### src/rtl/mw_arith_pkg.sv
// Shared encodings for the multi-word arithmetic sequencer: command ops, unit ops, FSM states.
// Pure constants; no logic, no latency, no flow control.
package mw_arith_pkg;

    localparam logic [2:0] CMD_ADD = 3'b000;
    localparam logic [2:0] CMD_ADC = 3'b001;
    localparam logic [2:0] CMD_SUB = 3'b010;
    localparam logic [2:0] CMD_SBB = 3'b011;
    localparam logic [2:0] CMD_INC = 3'b100;
    localparam logic [2:0] CMD_DEC = 3'b101;

    localparam logic [2:0] ALU_PASS = 3'b000;
    localparam logic [2:0] ALU_ADD  = 3'b001;
    localparam logic [2:0] ALU_ADC  = 3'b010;
    localparam logic [2:0] ALU_SUB  = 3'b011;
    localparam logic [2:0] ALU_SBB  = 3'b100;
    localparam logic [2:0] ALU_INC  = 3'b101;
    localparam logic [2:0] ALU_DEC  = 3'b110;
    localparam logic [2:0] ALU_ZERO = 3'b111;

    typedef logic [1:0] cin_sel_t;
    localparam cin_sel_t CIN_ZERO  = 2'd0;
    localparam cin_sel_t CIN_CMD   = 2'd1;
    localparam cin_sel_t CIN_CARRY = 2'd2;

    localparam logic [1:0] ST_IDLE = 2'd0;
    localparam logic [1:0] ST_RUN  = 2'd1;
    localparam logic [1:0] ST_DONE = 2'd2;

endpackage

### src/rtl/mw_arith_op_decode.sv
// Maps a wide command op plus word position onto the unit op, b-forcing and carry-in source.
// Combinational, zero latency; no flow control.
module mw_arith_op_decode
    import mw_arith_pkg::*;
(
    input  logic [2:0] cmd_op,
    input  logic       first_word,
    output logic [2:0] alu_op,
    output logic       b_zero,
    output cin_sel_t   cin_sel
);

    always_comb begin
        alu_op  = ALU_ZERO;
        b_zero  = 1'b0;
        cin_sel = CIN_ZERO;
        case (cmd_op)
            CMD_ADD: begin
                alu_op  = first_word ? ALU_ADD : ALU_ADC;
                cin_sel = first_word ? CIN_ZERO : CIN_CARRY;
            end
            CMD_ADC: begin
                alu_op  = ALU_ADC;
                cin_sel = first_word ? CIN_CMD : CIN_CARRY;
            end
            CMD_SUB: begin
                alu_op  = first_word ? ALU_SUB : ALU_SBB;
                cin_sel = first_word ? CIN_ZERO : CIN_CARRY;
            end
            CMD_SBB: begin
                alu_op  = ALU_SBB;
                cin_sel = first_word ? CIN_CMD : CIN_CARRY;
            end
            // Upper words of INC/DEC just ripple the carry/borrow against b=0
            CMD_INC: begin
                alu_op  = first_word ? ALU_INC : ALU_ADC;
                b_zero  = 1'b1;
                cin_sel = first_word ? CIN_ZERO : CIN_CARRY;
            end
            CMD_DEC: begin
                alu_op  = first_word ? ALU_DEC : ALU_SBB;
                b_zero  = 1'b1;
                cin_sel = first_word ? CIN_ZERO : CIN_CARRY;
            end
            default: ;
        endcase
    end

endmodule

### src/rtl/mw_arith_seq.sv
// Issues one wide arithmetic command word by word (LS first) through an external 8-bit unit, chaining carry.
// Response valid WORDS cycles after accept; one command per WORDS+2 cycles; rsp held until rsp_ready.
// Optional MW_ARITH_OVF_EN adds rsp_ovf (signed overflow of the wide operation).
module mw_arith_seq
    import mw_arith_pkg::*;
#(
    parameter int DATA_W = 8,
    parameter int WORDS  = 4,
    parameter int OP_W   = 3
) (
    input  logic                    clk,
    input  logic                    rst,
    input  logic                    cmd_valid,
    output logic                    cmd_ready,
    input  logic [OP_W-1:0]         cmd_op,
    input  logic [DATA_W*WORDS-1:0] cmd_a,
    input  logic [DATA_W*WORDS-1:0] cmd_b,
    input  logic                    cmd_cin,
    output logic                    rsp_valid,
    input  logic                    rsp_ready,
    output logic [DATA_W*WORDS-1:0] rsp_result,
    output logic                    rsp_cout,
    output logic                    rsp_zero,
`ifdef MW_ARITH_OVF_EN
    output logic                    rsp_ovf,
`endif
    output logic [OP_W-1:0]         alu_op,
    output logic [DATA_W-1:0]       alu_a,
    output logic [DATA_W-1:0]       alu_b,
    output logic                    alu_cin,
    input  logic [DATA_W-1:0]       alu_result,
    input  logic                    alu_cout
);

    localparam int TOT_W = DATA_W * WORDS;
    localparam int IW    = (WORDS > 1) ? $clog2(WORDS) : 1;
    localparam logic [IW-1:0] LAST_IDX = IW'(WORDS - 1);

    logic [1:0]       state;
    logic [IW-1:0]    idx;
    logic [OP_W-1:0]  op_q;
    logic [TOT_W-1:0] a_q;
    logic [TOT_W-1:0] b_q;
    logic             cin_q;
    logic             carry_q;
    logic [TOT_W-1:0] result_q;

    logic [2:0]  dec_op;
    logic        dec_b_zero;
    cin_sel_t    dec_cin_sel;

    mw_arith_op_decode u_decode (
        .cmd_op     (op_q[2:0]),
        .first_word (idx == '0),
        .alu_op     (dec_op),
        .b_zero     (dec_b_zero),
        .cin_sel    (dec_cin_sel)
    );

    assign cmd_ready  = (state == ST_IDLE) & ~rst;
    assign rsp_valid  = (state == ST_DONE);
    assign rsp_result = result_q;
    assign rsp_cout   = carry_q;
    assign rsp_zero   = rsp_valid & (result_q == '0);

    always_comb begin
        alu_op  = '0;
        alu_a   = '0;
        alu_b   = '0;
        alu_cin = 1'b0;
        if (state == ST_RUN) begin
            alu_op = OP_W'(dec_op);
            alu_a  = a_q[int'(idx)*DATA_W +: DATA_W];
            alu_b  = dec_b_zero ? '0 : b_q[int'(idx)*DATA_W +: DATA_W];
            case (dec_cin_sel)
                CIN_CMD:   alu_cin = cin_q;
                CIN_CARRY: alu_cin = carry_q;
                default:   alu_cin = 1'b0;
            endcase
        end
    end

    always_ff @(posedge clk or posedge rst) begin
        if (rst) begin
            state    <= ST_IDLE;
            idx      <= '0;
            op_q     <= '0;
            a_q      <= '0;
            b_q      <= '0;
            cin_q    <= 1'b0;
            carry_q  <= 1'b0;
            result_q <= '0;
        end else begin
            case (state)
                ST_IDLE: begin
                    if (cmd_valid && cmd_ready) begin
                        op_q  <= cmd_op;
                        a_q   <= cmd_a;
                        b_q   <= cmd_b;
                        cin_q <= cmd_cin;
                        idx   <= '0;
                        state <= ST_RUN;
                    end
                end
                ST_RUN: begin
                    result_q[int'(idx)*DATA_W +: DATA_W] <= alu_result;
                    carry_q <= alu_cout;
                    if (idx == LAST_IDX) begin
                        state <= ST_DONE;
                    end else begin
                        idx <= idx + 1'b1;
                    end
                end
                ST_DONE: begin
                    if (rsp_ready) begin
                        state <= ST_IDLE;
                    end
                end
                default: state <= ST_IDLE;
            endcase
        end
    end

`ifdef MW_ARITH_OVF_EN
    logic a_msb, b_msb, r_msb, ovf;
    assign a_msb = a_q[TOT_W-1];
    assign b_msb = b_q[TOT_W-1];
    assign r_msb = result_q[TOT_W-1];

    // INC/DEC behave as add/sub against an all-zero b operand
    always_comb begin
        ovf = 1'b0;
        case (op_q[2:0])
            CMD_ADD, CMD_ADC: ovf = (a_msb ^ r_msb) & (b_msb ^ r_msb);
            CMD_SUB, CMD_SBB: ovf = (a_msb ^ b_msb) & (a_msb ^ r_msb);
            CMD_INC:          ovf = (a_msb ^ r_msb) & r_msb;
            CMD_DEC:          ovf = a_msb & (a_msb ^ r_msb);
            default:          ovf = 1'b0;
        endcase
    end
    assign rsp_ovf = rsp_valid & ovf;
`endif

endmodule

### config.mk
export PLATFORM = sky130hd
export DESIGN_NAME = mw_arith_seq
export DESIGN_NICKNAME = d
export VERILOG_FILES = /design/src/rtl/mw_arith_pkg.sv /design/src/rtl/mw_arith_op_decode.sv /design/src/rtl/mw_arith_seq.sv
export SDC_FILE = /design/constraint.sdc
export NUM_CORES = 1
export LEC_CHECK = 0
export BUFFER_PORTS_ARGS = -buffer_cell sky130_fd_sc_hd__buf_2
export CAP_MARGIN = 20
export CORE_MARGIN = 2
export CORE_UTILIZATION = 27
export CTS_CLUSTER_DIAMETER = 120
export DETAILED_ROUTE_END_ITERATION = 7
export GPL_TIMING_DRIVEN = 0
export HOLD_SLACK_MARGIN = 0.03
export PLACE_DENSITY = 0.49
export RECOVER_POWER = 50
export SYNTH_ARGS = -nofsm -noshare
export SYNTH_HDL_FRONTEND = slang
export SYNTH_SLANG_ARGS = --single-unit
### constraint.sdc
create_clock -name clk -period 8.19 [get_ports clk]
set_clock_uncertainty 0.15 [all_clocks]
set_input_delay 1.2285 -clock clk [delete_from_list [all_inputs] [get_ports clk]]
set_output_delay 1.2285 -clock clk [all_outputs]
set_load 0.02 [all_outputs]
==> results of run 1 <==
## path summary, 6_finish.rpt
check                      startpoint            end  depth (start not counted)
max                               rst  rsp_result[5]                          3
min                           b_q[16]        b_q[16]                          1
max reg2reg                    idx[1]  rsp_result[8]                          7
min reg2reg                   b_q[16]        b_q[16]                          1
max in group clk               idx[1]      alu_op[1]                          9
min in group asynchronous         rst          cin_q                          2
## cell usage after synthesis (2+ instances only)
cell type / count
sky130_fd_sc_hd__mux4_2: 16
sky130_fd_sc_hd__a22o_1: 24
sky130_fd_sc_hd__inv_1: 5
sky130_fd_sc_hd__ha_1: 5
sky130_fd_sc_hd__and2_1: 9
sky130_fd_sc_hd__clkbuf_1: 6
sky130_fd_sc_hd__nand3_1: 3
sky130_fd_sc_hd__buf_2: 5
sky130_fd_sc_hd__o21ai_0: 15
sky130_fd_sc_hd__buf_6: 5
sky130_fd_sc_hd__nor4_1: 8
sky130_fd_sc_hd__a21oi_1: 2
sky130_fd_sc_hd__nand2_1: 21
sky130_fd_sc_hd__mux2_2: 49
sky130_fd_sc_hd__nand3b_1: 5
sky130_fd_sc_hd__dfrtp_1: 105
sky130_fd_sc_hd__nor4b_2: 2
sky130_fd_sc_hd__nor2b_1: 10
sky130_fd_sc_hd__nor2_1: 4
sky130_fd_sc_hd__mux2_4: 19
sky130_fd_sc_hd__nand2b_1: 3
## through the flow
stage,hold slack (ns),utilization [%]
global route,0.374,34.7
floorplan,0.324,-
global placement,0.333,33.2
detailed placement,0.339,33.4
CTS,0.357,35.2
finish,0.351,34.7
## kinds of logic after synthesis
logic type / Yosys count / synth area share, %
DFF: 105 / 55.2
muxes: 84 / 25.2
and+or+nand+nor: 72 / 8.89
AOI/OAI and AO/OA: 44 / 6.79
buffers and inverters: 21 / 2.58
adders and majority gates: 5 / 1.32
## flip-flops by register name (all words and copies together) (netlist names)
name	cells
a_q	32
idx	2
rsp_result	32
b_q	32
rsp_cout	1
state	2
cin_q	1
op_q	3
## layout make-up
cell class | count | area (um2) | share of cell area [%]
well taps | 225 | 282 | 4.70
plain buffers | 16 | 81.3 | 1.36
repair buffers | 138 | 664 | 11.1
inverters | 5 | 20.0 | 0.335
clock inverters | 4 | 51.3 | 0.857
flip-flops and latches | 105 | 2630 | 43.9
multi-input cells | 205 | 2000 | 33.5
clock buffers | 12 | 256 | 4.29
## per-layer routing
layer | vias up | track usage [%] | wire (um)
met5 | - | 0 | 0
met4 | 0 | 5.21 | 217
met3 | 22 | 4.30 | 931
met2 | 111 | 22.4 | 5840
met1 | 1678 | 16.8 | 5290
li1 | 1524 | - | -
## critical path, cell delays in order
cell	delay, ns
sky130_fd_sc_hd__clkbuf_1	0.10
sky130_fd_sc_hd__clkinvlp_2	1.30
sky130_fd_sc_hd__clkbuf_1	2.17
## power by group
part | total, uW | internal (uW) | switching [uW]
Clock | 442 | 254 | 188
Sequential | 920 | 762 | 158
Combinational | 1100 | 539 | 557
==> run_summary.xml, run 1 <==
<?xml version="1.0" encoding="UTF-8"?>
<metrics>
  <group name="run_status">
    <metric name="run_status" unit="">finished with violations</metric>
    <metric name="violations_in_the_final_reports" unit="">max-capacitance violations, max-slew violations</metric>
  </group>
  <group name="synth">
    <metric name="synth_top_cells_by_area" unit="">sky130_fd_sc_hd__dfrtp_1 (55%), sky130_fd_sc_hd__mux2_2 (12%), sky130_fd_sc_hd__mux4_2 (7.6%)</metric>
    <metric name="syn-cell-area" unit="um2">4760</metric>
    <metric name="synth_top_flop_cell" unit="">sky130_fd_sc_hd__dfrtp_1</metric>
    <metric name="synth_enable_flop_cells" unit="">0</metric>
    <metric name="synthesis.instances" unit="">331</metric>
    <metric name="postSynthAreaPerCell" unit="um2">14.4</metric>
    <metric name="yosys_warnings" unit="">0</metric>
    <metric name="synth_cell_type_count" unit="">31</metric>
    <metric name="synth_nets" unit="">417</metric>
    <metric name="post-synth-top-area-cell" unit="">sky130_fd_sc_hd__dfrtp_1</metric>
    <metric name="yosysSeqAreaShare" unit="%">55.2</metric>
    <metric name="async_flop_share" unit="%">100</metric>
    <metric name="synth.ff_latch_count" unit="">105</metric>
    <metric name="yosys.area.top_type_share" unit="%">55.2</metric>
  </group>
  <group name="detailed_routing">
    <metric name="routed_vias_inst" unit="">4.70</metric>
    <metric name="drc_errors" unit="">0</metric>
    <metric name="dr.pass1.iters" unit="">4</metric>
    <metric name="wl_per_cell" unit="um">17.3</metric>
    <metric name="detail_route.wirelength" unit="mm">12.3</metric>
    <metric name="drtAntennaViolNets" unit="">0</metric>
    <metric name="route.vias.total" unit="">3335</metric>
    <metric name="detailedRoute.firstIterationViolations" unit="">89</metric>
  </group>
  <group name="critical_path">
    <metric name="critPathKind" unit="">in2async</metric>
    <metric name="r2r_setup_slack" unit="ns">4.86</metric>
    <metric name="worst_setup_path_start_kind" unit="">primary input</metric>
    <metric name="critPathMaxFanout" unit="">54</metric>
    <metric name="timing.critical_path.required" unit="ns">7.85</metric>
    <metric name="endpoint_kind" unit="">asynchronous set/reset pin</metric>
    <metric name="critical_path_arrival" unit="ns">4.83</metric>
  </group>
  <group name="clock_tree">
    <metric name="postCtsSetupBuffers" unit="">0</metric>
    <metric name="cts_root_buf" unit="">sky130_fd_sc_hd__clkbuf_16</metric>
    <metric name="path_clk_slew" unit="ns">0.07</metric>
    <metric name="cts_htree_levels" unit="">3</metric>
    <metric name="clock_sinks" unit="">105</metric>
    <metric name="cts_inserted_buffers" unit="">9</metric>
    <metric name="clk_latency" unit="ns">0.35</metric>
    <metric name="post_cts_resized" unit="">0</metric>
    <metric name="max-clock-path-buffers" unit="">2</metric>
    <metric name="cts_stage_hold_buffer_count" unit="">0</metric>
    <metric name="cts_tree" unit="">done</metric>
  </group>
  <group name="cells_and_area">
    <metric name="layoutNonFillerInstCount" unit="">710</metric>
    <metric name="final_layout_size_suffix_gt1_share" unit="%">46.6</metric>
    <metric name="areaGrowthSynthToFinish" unit="%">25.8</metric>
    <metric name="antennaDiodeCount" unit="">0</metric>
    <metric name="layout_commonest_cell" unit="">sky130_fd_sc_hd__buf_2</metric>
    <metric name="final_net_count" unit="">566</metric>
    <metric name="fillCellCount" unit="">1747</metric>
    <metric name="layout_common_cells" unit="">sky130_fd_sc_hd__buf_2 (119), sky130_fd_sc_hd__dfrtp_1 (105), sky130_fd_sc_hd__mux2_2 (49)</metric>
    <metric name="final_cell_area" unit="um2">5980</metric>
  </group>
  <group name="placement">
    <metric name="detailed_place_hpwl" unit="mm">9.07</metric>
    <metric name="post_placement_setup_slack" unit="ns">3.89</metric>
    <metric name="gp_congestion" unit="">0.771</metric>
    <metric name="dp.cells" unit="">694</metric>
    <metric name="post_dp_cell_area" unit="um2">5760</metric>
    <metric name="buffer_ports.inserted" unit="">136</metric>
  </group>
  <group name="floorplan">
    <metric name="floorplan.die_area" unit="um2">18700</metric>
    <metric name="placeableCoreArea" unit="um2">17200</metric>
    <metric name="num_rows" unit="">48</metric>
    <metric name="design.portCount" unit="">137</metric>
    <metric name="die_w" unit="um">137</metric>
    <metric name="floorplan.initialDensity" unit="%">27.6</metric>
    <metric name="die_h" unit="um">137</metric>
  </group>
  <group name="grt">
    <metric name="grt_remaining_overflow" unit="">0</metric>
    <metric name="antenna_found_initial" unit="">0</metric>
    <metric name="grt_usage" unit="%">13.7</metric>
    <metric name="pin_count_of_the_biggest_net_entering_global_routing" unit="">55</metric>
    <metric name="first_global_vias" unit="">3598</metric>
    <metric name="grt_first_pass_wirelength" unit="mm">19.0</metric>
  </group>
  <group name="timing">
    <metric name="post_route_minimum_period" unit="ns">5.17</metric>
    <metric name="worst_slew_margin_rel" unit="%">-95.8</metric>
    <metric name="hold_viol" unit="">0</metric>
    <metric name="timing.fmax" unit="GHz">0.193</metric>
    <metric name="layout_worst_path_cycle_share" unit="%">63.2</metric>
    <metric name="total_count_of_max_transition_violations_in_the_final_report" unit="">108</metric>
    <metric name="worst_slew_pin_slew" unit="ns">2.94</metric>
    <metric name="setup_viol" unit="">0</metric>
    <metric name="worst_slack" unit="ns">3.02</metric>
    <metric name="unrepaired_setup_endpoints_after_global_routing" unit="">false</metric>
    <metric name="fin_tns_setup" unit="ns">0</metric>
  </group>
  <group name="power">
    <metric name="totalPowerFinal" unit="uW">2460</metric>
    <metric name="pwr_density_cell" unit="nW/um2">411</metric>
    <metric name="worst_ir_drop_vdd" unit="mV">0.146</metric>
    <metric name="total_leakage_power" unit="uW">0.00280</metric>
  </group>
  <group name="min_path">
    <metric name="hold_class" unit="">reg2reg</metric>
  </group>
  <group name="job">
    <metric name="max_cap_violations" unit="">2</metric>
  </group>
</metrics>
Power figures use the tool's default switching activity.
==> run 2, diff against run 1 <==
--- a/config.mk
+++ b/config.mk
@@ -5,6 +5,7 @@
 export SDC_FILE = /design/constraint.sdc
 export NUM_CORES = 1
 export LEC_CHECK = 0
+export ABC_AREA = 1
 export BUFFER_PORTS_ARGS = -buffer_cell sky130_fd_sc_hd__buf_2
 export CAP_MARGIN = 20
 export CORE_MARGIN = 2
@@ -13,7 +14,7 @@
 export DETAILED_ROUTE_END_ITERATION = 7
 export GPL_TIMING_DRIVEN = 0
 export HOLD_SLACK_MARGIN = 0.03
-export PLACE_DENSITY = 0.49
+export PLACE_DENSITY = 0.5
 export RECOVER_POWER = 50
 export SYNTH_ARGS = -nofsm -noshare
 export SYNTH_HDL_FRONTEND = slang
==> constraint.sdc (replaced) <==
create_clock -name clk -period 4.6 [get_ports clk]
set_clock_uncertainty 0.15 [all_clocks]
set_input_delay 0.69 -clock clk [delete_from_list [all_inputs] [get_ports clk]]
set_output_delay 0.69 -clock clk [all_outputs]
set_load 0.02 [all_outputs]
==> run_summary.xml, run 2 <==
<?xml version="1.0" encoding="UTF-8"?>
<metrics>
  <group name="timing">
    <metric name="worst_slew_margin_rel" unit="%">-16.2</metric>
    <metric name="timing.fmax" unit="GHz">0.289</metric>
    <metric name="worst_slew_pin_slew" unit="ns">1.74</metric>
    <metric name="setup_viol" unit="">0</metric>
    <metric name="smallest_hold_slack" unit="ns">0.282</metric>
    <metric name="unrepaired_setup_endpoints_after_global_routing" unit="">false</metric>
    <metric name="total_count_of_max_transition_violations_in_the_final_report" unit="">69</metric>
    <metric name="hold_viol" unit="">0</metric>
    <metric name="layout_worst_path_cycle_share" unit="%">75.1</metric>
    <metric name="post_route_minimum_period" unit="ns">3.46</metric>
  </group>
  <group name="synth">
    <metric name="post-synth-top-count-cell" unit="">sky130_fd_sc_hd__dfrtp_1</metric>
    <metric name="synthTopCellsByCount" unit="">sky130_fd_sc_hd__dfrtp_1 (105), sky130_fd_sc_hd__nand2_1 (99), sky130_fd_sc_hd__inv_1 (88)</metric>
    <metric name="synthesis.instances" unit="">615</metric>
    <metric name="yosys.area.top_type_share" unit="%">52.7</metric>
    <metric name="syn-cell-area" unit="um2">4980</metric>
    <metric name="synth_cell_type_count" unit="">22</metric>
    <metric name="synth_top_cells_by_area" unit="">sky130_fd_sc_hd__dfrtp_1 (53%), sky130_fd_sc_hd__nand2_1 (7.5%), sky130_fd_sc_hd__o21ai_0 (6.9%)</metric>
    <metric name="synth_enable_flop_cells" unit="">0</metric>
    <metric name="synth_nets" unit="">701</metric>
    <metric name="async_flop_share" unit="%">100</metric>
    <metric name="postSynthAreaPerCell" unit="um2">8.10</metric>
    <metric name="yosysSeqAreaShare" unit="%">52.7</metric>
    <metric name="synth.ff_latch_count" unit="">105</metric>
    <metric name="post-synth-top-area-cell" unit="">sky130_fd_sc_hd__dfrtp_1</metric>
    <metric name="yosys_warnings" unit="">0</metric>
    <metric name="synth_top_flop_cell" unit="">sky130_fd_sc_hd__dfrtp_1</metric>
  </group>
  <group name="clock_tree">
    <metric name="clk_latency" unit="ns">0.35</metric>
    <metric name="max-clock-path-buffers" unit="">2</metric>
    <metric name="cts_stage_hold_buffer_count" unit="">0</metric>
    <metric name="cts_htree_levels" unit="">3</metric>
    <metric name="postCtsSetupBuffers" unit="">0</metric>
    <metric name="clock_sinks" unit="">105</metric>
    <metric name="cts_tree" unit="">done</metric>
    <metric name="post_cts_resized" unit="">0</metric>
    <metric name="cts_root_buf" unit="">sky130_fd_sc_hd__clkbuf_16</metric>
    <metric name="path_clk_slew" unit="ns">0.07</metric>
    <metric name="cts_inserted_buffers" unit="">9</metric>
  </group>
  <group name="detailed_routing">
    <metric name="drc_errors" unit="">0</metric>
    <metric name="wl_per_cell" unit="um">15.3</metric>
    <metric name="route.vias.total" unit="">4512</metric>
    <metric name="detail_route.wirelength" unit="mm">15.2</metric>
    <metric name="drtAntennaViolNets" unit="">0</metric>
    <metric name="dr.pass1.iters" unit="">4</metric>
    <metric name="detailedRoute.firstIterationViolations" unit="">235</metric>
    <metric name="routed_vias_inst" unit="">4.53</metric>
  </group>
  <group name="critical_path">
    <metric name="critPathMaxFanout" unit="">11</metric>
    <metric name="timing.critical_path.required" unit="ns">3.76</metric>
    <metric name="cpMaxStageDelayCell" unit="">sky130_fd_sc_hd__clkbuf_1</metric>
    <metric name="worst_setup_path_start_kind" unit="">flop</metric>
    <metric name="endpoint_kind" unit="">output port</metric>
    <metric name="rr_worst_depth" unit="">7</metric>
    <metric name="critical_path_arrival" unit="ns">2.62</metric>
    <metric name="critical_path_cell_count" unit="">8</metric>
    <metric name="worstPathCellList" unit="">inv_1 &gt; clkbuf_1 &gt; ha_1 &gt; inv_1 &gt; buf_2 &gt; nand3_1 &gt; a21oi_1 &gt; buf_2</metric>
    <metric name="worstPathBufferInverterCount" unit="">5</metric>
    <metric name="critPathKind" unit="">reg2out</metric>
    <metric name="timing.critical_path.max_delay_family" unit="">buffers and inverters</metric>
    <metric name="timing.critical_path.slowest_cell_delay" unit="ns">0.52</metric>
  </group>
  <group name="power">
    <metric name="pwr_density_cell" unit="nW/um2">697</metric>
    <metric name="totalPowerFinal" unit="uW">4320</metric>
    <metric name="total_leakage_power" unit="uW">0.00324</metric>
    <metric name="worst_ir_drop_vdd" unit="mV">0.280</metric>
  </group>
  <group name="placement">
    <metric name="detailed_place_hpwl" unit="mm">11.6</metric>
    <metric name="dp.cells" unit="">981</metric>
    <metric name="gp_congestion" unit="">0.798</metric>
    <metric name="buffer_ports.inserted" unit="">136</metric>
    <metric name="post_dp_cell_area" unit="um2">5980</metric>
  </group>
  <group name="floorplan">
    <metric name="die_h" unit="um">140</metric>
    <metric name="num_rows" unit="">49</metric>
    <metric name="die_w" unit="um">140</metric>
    <metric name="floorplan.initialDensity" unit="%">27.6</metric>
    <metric name="design.portCount" unit="">137</metric>
    <metric name="floorplan.die_area" unit="um2">19600</metric>
    <metric name="placeableCoreArea" unit="um2">18000</metric>
  </group>
  <group name="grt">
    <metric name="grt_first_pass_wirelength" unit="mm">24.8</metric>
    <metric name="grt_usage" unit="%">16.2</metric>
    <metric name="pin_count_of_the_biggest_net_entering_global_routing" unit="">69</metric>
    <metric name="first_global_vias" unit="">4575</metric>
    <metric name="grt_remaining_overflow" unit="">0</metric>
    <metric name="antenna_found_initial" unit="">0</metric>
  </group>
  <group name="cells_and_area">
    <metric name="layout_commonest_cell" unit="">sky130_fd_sc_hd__buf_2</metric>
    <metric name="multi_input_comb_area" unit="um2">1830</metric>
    <metric name="final_layout_size_suffix_gt1_share" unit="%">20.6</metric>
    <metric name="layoutNonFillerInstCount" unit="">997</metric>
    <metric name="antennaDiodeCount" unit="">0</metric>
    <metric name="areaGrowthSynthToFinish" unit="%">24.5</metric>
    <metric name="final_cell_area" unit="um2">6200</metric>
    <metric name="layout_common_cells" unit="">sky130_fd_sc_hd__buf_2 (128), sky130_fd_sc_hd__dfrtp_1 (105), sky130_fd_sc_hd__nand2_1 (100)</metric>
    <metric name="post-route-util" unit="%">34.4</metric>
    <metric name="final_net_count" unit="">849</metric>
    <metric name="fillCellCount" unit="">1971</metric>
    <metric name="seq_area" unit="um2">2630</metric>
  </group>
  <group name="run_status">
    <metric name="violations_in_the_final_reports" unit="">max-capacitance violations, max-slew violations</metric>
    <metric name="run_status" unit="">finished with violations</metric>
  </group>
  <group name="job">
    <metric name="max_cap_violations" unit="">1</metric>
  </group>
  <group name="min_path">
    <metric name="hold_class" unit="">in2async</metric>
  </group>
</metrics>
-- run 2: routing by layer --
metal | vias up | routed length [um] | GRT usage, %
li1 | 2274 | - | -
met1 | 2104 | 7380 | 22.8
met4 | 0 | 115 | 3.16
met2 | 126 | 6930 | 25.5
met3 | 8 | 776 | 4.13
met5 | - | 0 | 0
-- run 2: cell type report --
cell class	count	share of cell area (%)
Sequential cell	105	42.4
Multi-Input combinational cell	387	29.6
Timing Repair Buffer	137	10.5
Inverter	90	5.49
Tap cell	229	4.62
Clock buffer	11	3.91
Buffer	33	2.93
Clock inverter	5	0.625
-- run 2: stage by stage --
stage               worst slack [ns]  setup TNS, ns
global placement              -0.949        -128.58
floorplan                      0.624              0
global route                   0.675              0
finish                          1.14              0
detailed placement              1.48              0
CTS                             1.08              0
-- run 2: kinds of logic after synthesis --
group,Yosys count,share of synthesized area [%]
buf+inv,123,10.4
fa+ha+maj,5,1.26
simple gates,214,17.8
xor+xnor,1,0.176
flops,105,52.7
compound gates,167,17.7
-- run 2: path summary, 6_finish.rpt --
check	from	endpoint	slack, ns
setup / recovery	idx[0]	alu_cin	1.14
hold / removal	rst	state[1]	0.28
setup reg to reg	idx[0]	rsp_result[24]	2.13
hold reg to reg	a_q[8]	a_q[8]	0.33
max in group asynchronous	rst	b_q[2]	1.96
min in group clk	a_q[8]	a_q[8]	0.33
-- run 2: power breakdown --
group	internal, uW	switching (uW)
logic	647	1370
registers	1330	234
clock network	387	356
==> run 3, diff against run 2 <==
--- a/config.mk
+++ b/config.mk
@@ -14,7 +14,7 @@
 export DETAILED_ROUTE_END_ITERATION = 7
 export GPL_TIMING_DRIVEN = 0
 export HOLD_SLACK_MARGIN = 0.03
-export PLACE_DENSITY = 0.5
+export PLACE_DENSITY = 0.49
 export RECOVER_POWER = 50
 export SYNTH_ARGS = -nofsm -noshare
 export SYNTH_HDL_FRONTEND = slang
==> constraint.sdc (replaced) <==
create_clock -name clk -period 3.5 [get_ports clk]
set_clock_uncertainty 0.15 [all_clocks]
set_input_delay 0.525 -clock clk [delete_from_list [all_inputs] [get_ports clk]]
set_output_delay 0.525 -clock clk [all_outputs]
set_load 0.02 [all_outputs]
==> run_summary.xml, run 3 (synthesis gave the netlist of run 2 again) <==
<?xml version="1.0" encoding="UTF-8"?>
<metrics>
  <group name="floorplan">
    <metric name="floorplan.initialDensity" unit="%">27.6</metric>
    <metric name="floorplan.die_area" unit="um2">19600</metric>
    <metric name="design.portCount" unit="">137</metric>
    <metric name="placeableCoreArea" unit="um2">18000</metric>
    <metric name="num_rows" unit="">49</metric>
    <metric name="die_w" unit="um">140</metric>
    <metric name="die_h" unit="um">140</metric>
  </group>
  <group name="cells_and_area">
    <metric name="final_net_count" unit="">852</metric>
    <metric name="antennaDiodeCount" unit="">0</metric>
    <metric name="final_cell_area" unit="um2">6230</metric>
    <metric name="layout_common_cells" unit="">sky130_fd_sc_hd__buf_2 (122), sky130_fd_sc_hd__dfrtp_1 (105), sky130_fd_sc_hd__nand2_1 (100)</metric>
    <metric name="layoutNonFillerInstCount" unit="">998</metric>
    <metric name="final_layout_size_suffix_gt1_share" unit="%">19.8</metric>
    <metric name="areaGrowthSynthToFinish" unit="%">25.1</metric>
    <metric name="layout_commonest_cell" unit="">sky130_fd_sc_hd__buf_2</metric>
  </group>
  <group name="grt">
    <metric name="antenna_found_initial" unit="">0</metric>
    <metric name="grt_first_pass_wirelength" unit="mm">24.9</metric>
    <metric name="grt_remaining_overflow" unit="">0</metric>
    <metric name="first_global_vias" unit="">4530</metric>
    <metric name="pin_count_of_the_biggest_net_entering_global_routing" unit="">35</metric>
    <metric name="grt_usage" unit="%">16.5</metric>
  </group>
  <group name="clock_tree">
    <metric name="clock_sinks" unit="">105</metric>
    <metric name="max-clock-path-buffers" unit="">2</metric>
    <metric name="cts_htree_levels" unit="">3</metric>
    <metric name="post_cts_resized" unit="">0</metric>
    <metric name="cts_inserted_buffers" unit="">9</metric>
    <metric name="path_clk_slew" unit="ns">0.07</metric>
    <metric name="postCtsSetupBuffers" unit="">0</metric>
    <metric name="cts_stage_hold_buffer_count" unit="">1</metric>
    <metric name="cts_tree" unit="">done</metric>
    <metric name="cts_root_buf" unit="">sky130_fd_sc_hd__clkbuf_16</metric>
    <metric name="clk_latency" unit="ns">0.35</metric>
  </group>
  <group name="detailed_routing">
    <metric name="detail_route.wirelength" unit="mm">15.6</metric>
    <metric name="drtAntennaViolNets" unit="">0</metric>
    <metric name="drc_errors" unit="">0</metric>
    <metric name="routed_vias_inst" unit="">4.54</metric>
    <metric name="detailedRoute.firstIterationViolations" unit="">252</metric>
    <metric name="dr.pass1.iters" unit="">4</metric>
    <metric name="route.vias.total" unit="">4526</metric>
    <metric name="wl_per_cell" unit="um">15.6</metric>
  </group>
  <group name="critical_path">
    <metric name="endpoint_kind" unit="">output port</metric>
    <metric name="worstPathCellList" unit="">inv_1 &gt; clkbuf_1 &gt; ha_1 &gt; inv_1 &gt; buf_2 &gt; nand3_1 &gt; a21oi_1 &gt; buf_2</metric>
    <metric name="r2r_setup_slack" unit="ns">1.07</metric>
    <metric name="critical_path_arrival" unit="ns">2.60</metric>
    <metric name="origin_of_the_critical_flop_to_flop_path" unit="">idx[0]</metric>
    <metric name="critPathMaxFanout" unit="">11</metric>
    <metric name="timing.critical_path.required" unit="ns">2.82</metric>
    <metric name="critical_path.endpoint" unit="">alu_cin</metric>
    <metric name="critPathKind" unit="">reg2out</metric>
    <metric name="setup.worst_path.start" unit="">idx[0]</metric>
    <metric name="rr_worst_depth" unit="">7</metric>
    <metric name="worstReg2RegEnd" unit="">rsp_result[3]</metric>
    <metric name="cpMaxStageDelayCell" unit="">sky130_fd_sc_hd__clkbuf_1</metric>
    <metric name="worst_setup_path_start_kind" unit="">flop</metric>
    <metric name="timing.critical_path.slowest_cell_delay" unit="ns">0.50</metric>
  </group>
  <group name="timing">
    <metric name="total_count_of_max_transition_violations_in_the_final_report" unit="">29</metric>
    <metric name="timing.fmax" unit="GHz">0.306</metric>
    <metric name="worst_slew_pin_slew" unit="ns">1.52</metric>
    <metric name="hold_viol" unit="">0</metric>
    <metric name="layout_worst_path_cycle_share" unit="%">93.5</metric>
    <metric name="worst_slew_margin_rel" unit="%">-1.25</metric>
    <metric name="post_route_minimum_period" unit="ns">3.27</metric>
    <metric name="setup_viol" unit="">0</metric>
    <metric name="unrepaired_setup_endpoints_after_global_routing" unit="">false</metric>
  </group>
  <group name="placement">
    <metric name="detailed_place_hpwl" unit="mm">11.9</metric>
    <metric name="buffer_ports.inserted" unit="">136</metric>
    <metric name="post_dp_cell_area" unit="um2">6010</metric>
    <metric name="gp_congestion" unit="">0.809</metric>
    <metric name="dp.cells" unit="">983</metric>
  </group>
  <group name="job">
    <metric name="max_cap_violations" unit="">1</metric>
  </group>
  <group name="run_status">
    <metric name="run_status" unit="">finished with violations</metric>
    <metric name="violations_in_the_final_reports" unit="">max-capacitance violations, max-slew violations</metric>
  </group>
  <group name="power">
    <metric name="totalPowerFinal" unit="uW">5680</metric>
    <metric name="worst_ir_drop_vdd" unit="mV">0.441</metric>
    <metric name="pwr_density_cell" unit="nW/um2">911</metric>
    <metric name="total_leakage_power" unit="uW">0.00321</metric>
  </group>
  <group name="min_path">
    <metric name="hold_class" unit="">in2reg</metric>
  </group>
</metrics>
==> run 3: worst min path at each step <==
stage               cells after the start       end      from
finish                                  3  rsp_cout  alu_cout
CTS                                     3  rsp_cout  alu_cout
detailed placement                      2   a_q[15]   a_q[15]
global route                            3  rsp_cout  alu_cout
global placement                        2   a_q[14]   a_q[14]
floorplan                               2   a_q[10]   a_q[10]
==> run 3: cell type report <==
cell class                 count  area [um2]
timing repair buffer         140         693
sequential                   105        2630
fill                        1979       11800
buffer                        33         181
clock inverter                 4        31.3
multi-input combinational    387        1830
inverter                      90         339
clock buffer                  10         239
tap                          229         287
==> run 3: per-layer routing <==
| metal | wire [um] | up-vias | GRT usage [%] | share of wire (%) |
|---|---|---|---|---|
| met5 | 0 | - | 0 | 0 |
| met4 | 111 | 0 | 3.37 | 0.71 |
| met3 | 840 | 7 | 4.20 | 5.4 |
| met2 | 7090 | 135 | 25.8 | 45 |
| met1 | 7580 | 2110 | 23.2 | 49 |
| li1 | - | 2274 | - | - |
==> run 3: critical path, delay by kind of cell, from the launching register on <==
family / cells / cell delay (ns)
buffers and inverters: 5 / 1.22
DFF: 1 / 0.43
adders and majority gates: 1 / 0.43
and+or+nand+nor: 1 / 0.10
AOI/OAI and AO/OA: 1 / 0.08
==> run 3: stage by stage <==
step           setup WS [ns]  setup TNS [ns]  hold WS, ns  util [%]
6_report               0.227               0        0.213      34.6
5_1_grt               0.0232               0        0.201      34.6
4_1_cts                0.129               0        0.197      34.9
3_5_place_dp           0.534               0        0.320      33.4
3_3_place_gp          -0.830          -54.63        0.312      33.0
2_1_floorplan          0.421               0        0.298         -
==> run 3: power by group <==
| part | switching, uW | internal (uW) |
|---|---|---|
| clock | 459 | 495 |
| sequential | 318 | 1750 |
| combinational | 1810 | 846 |
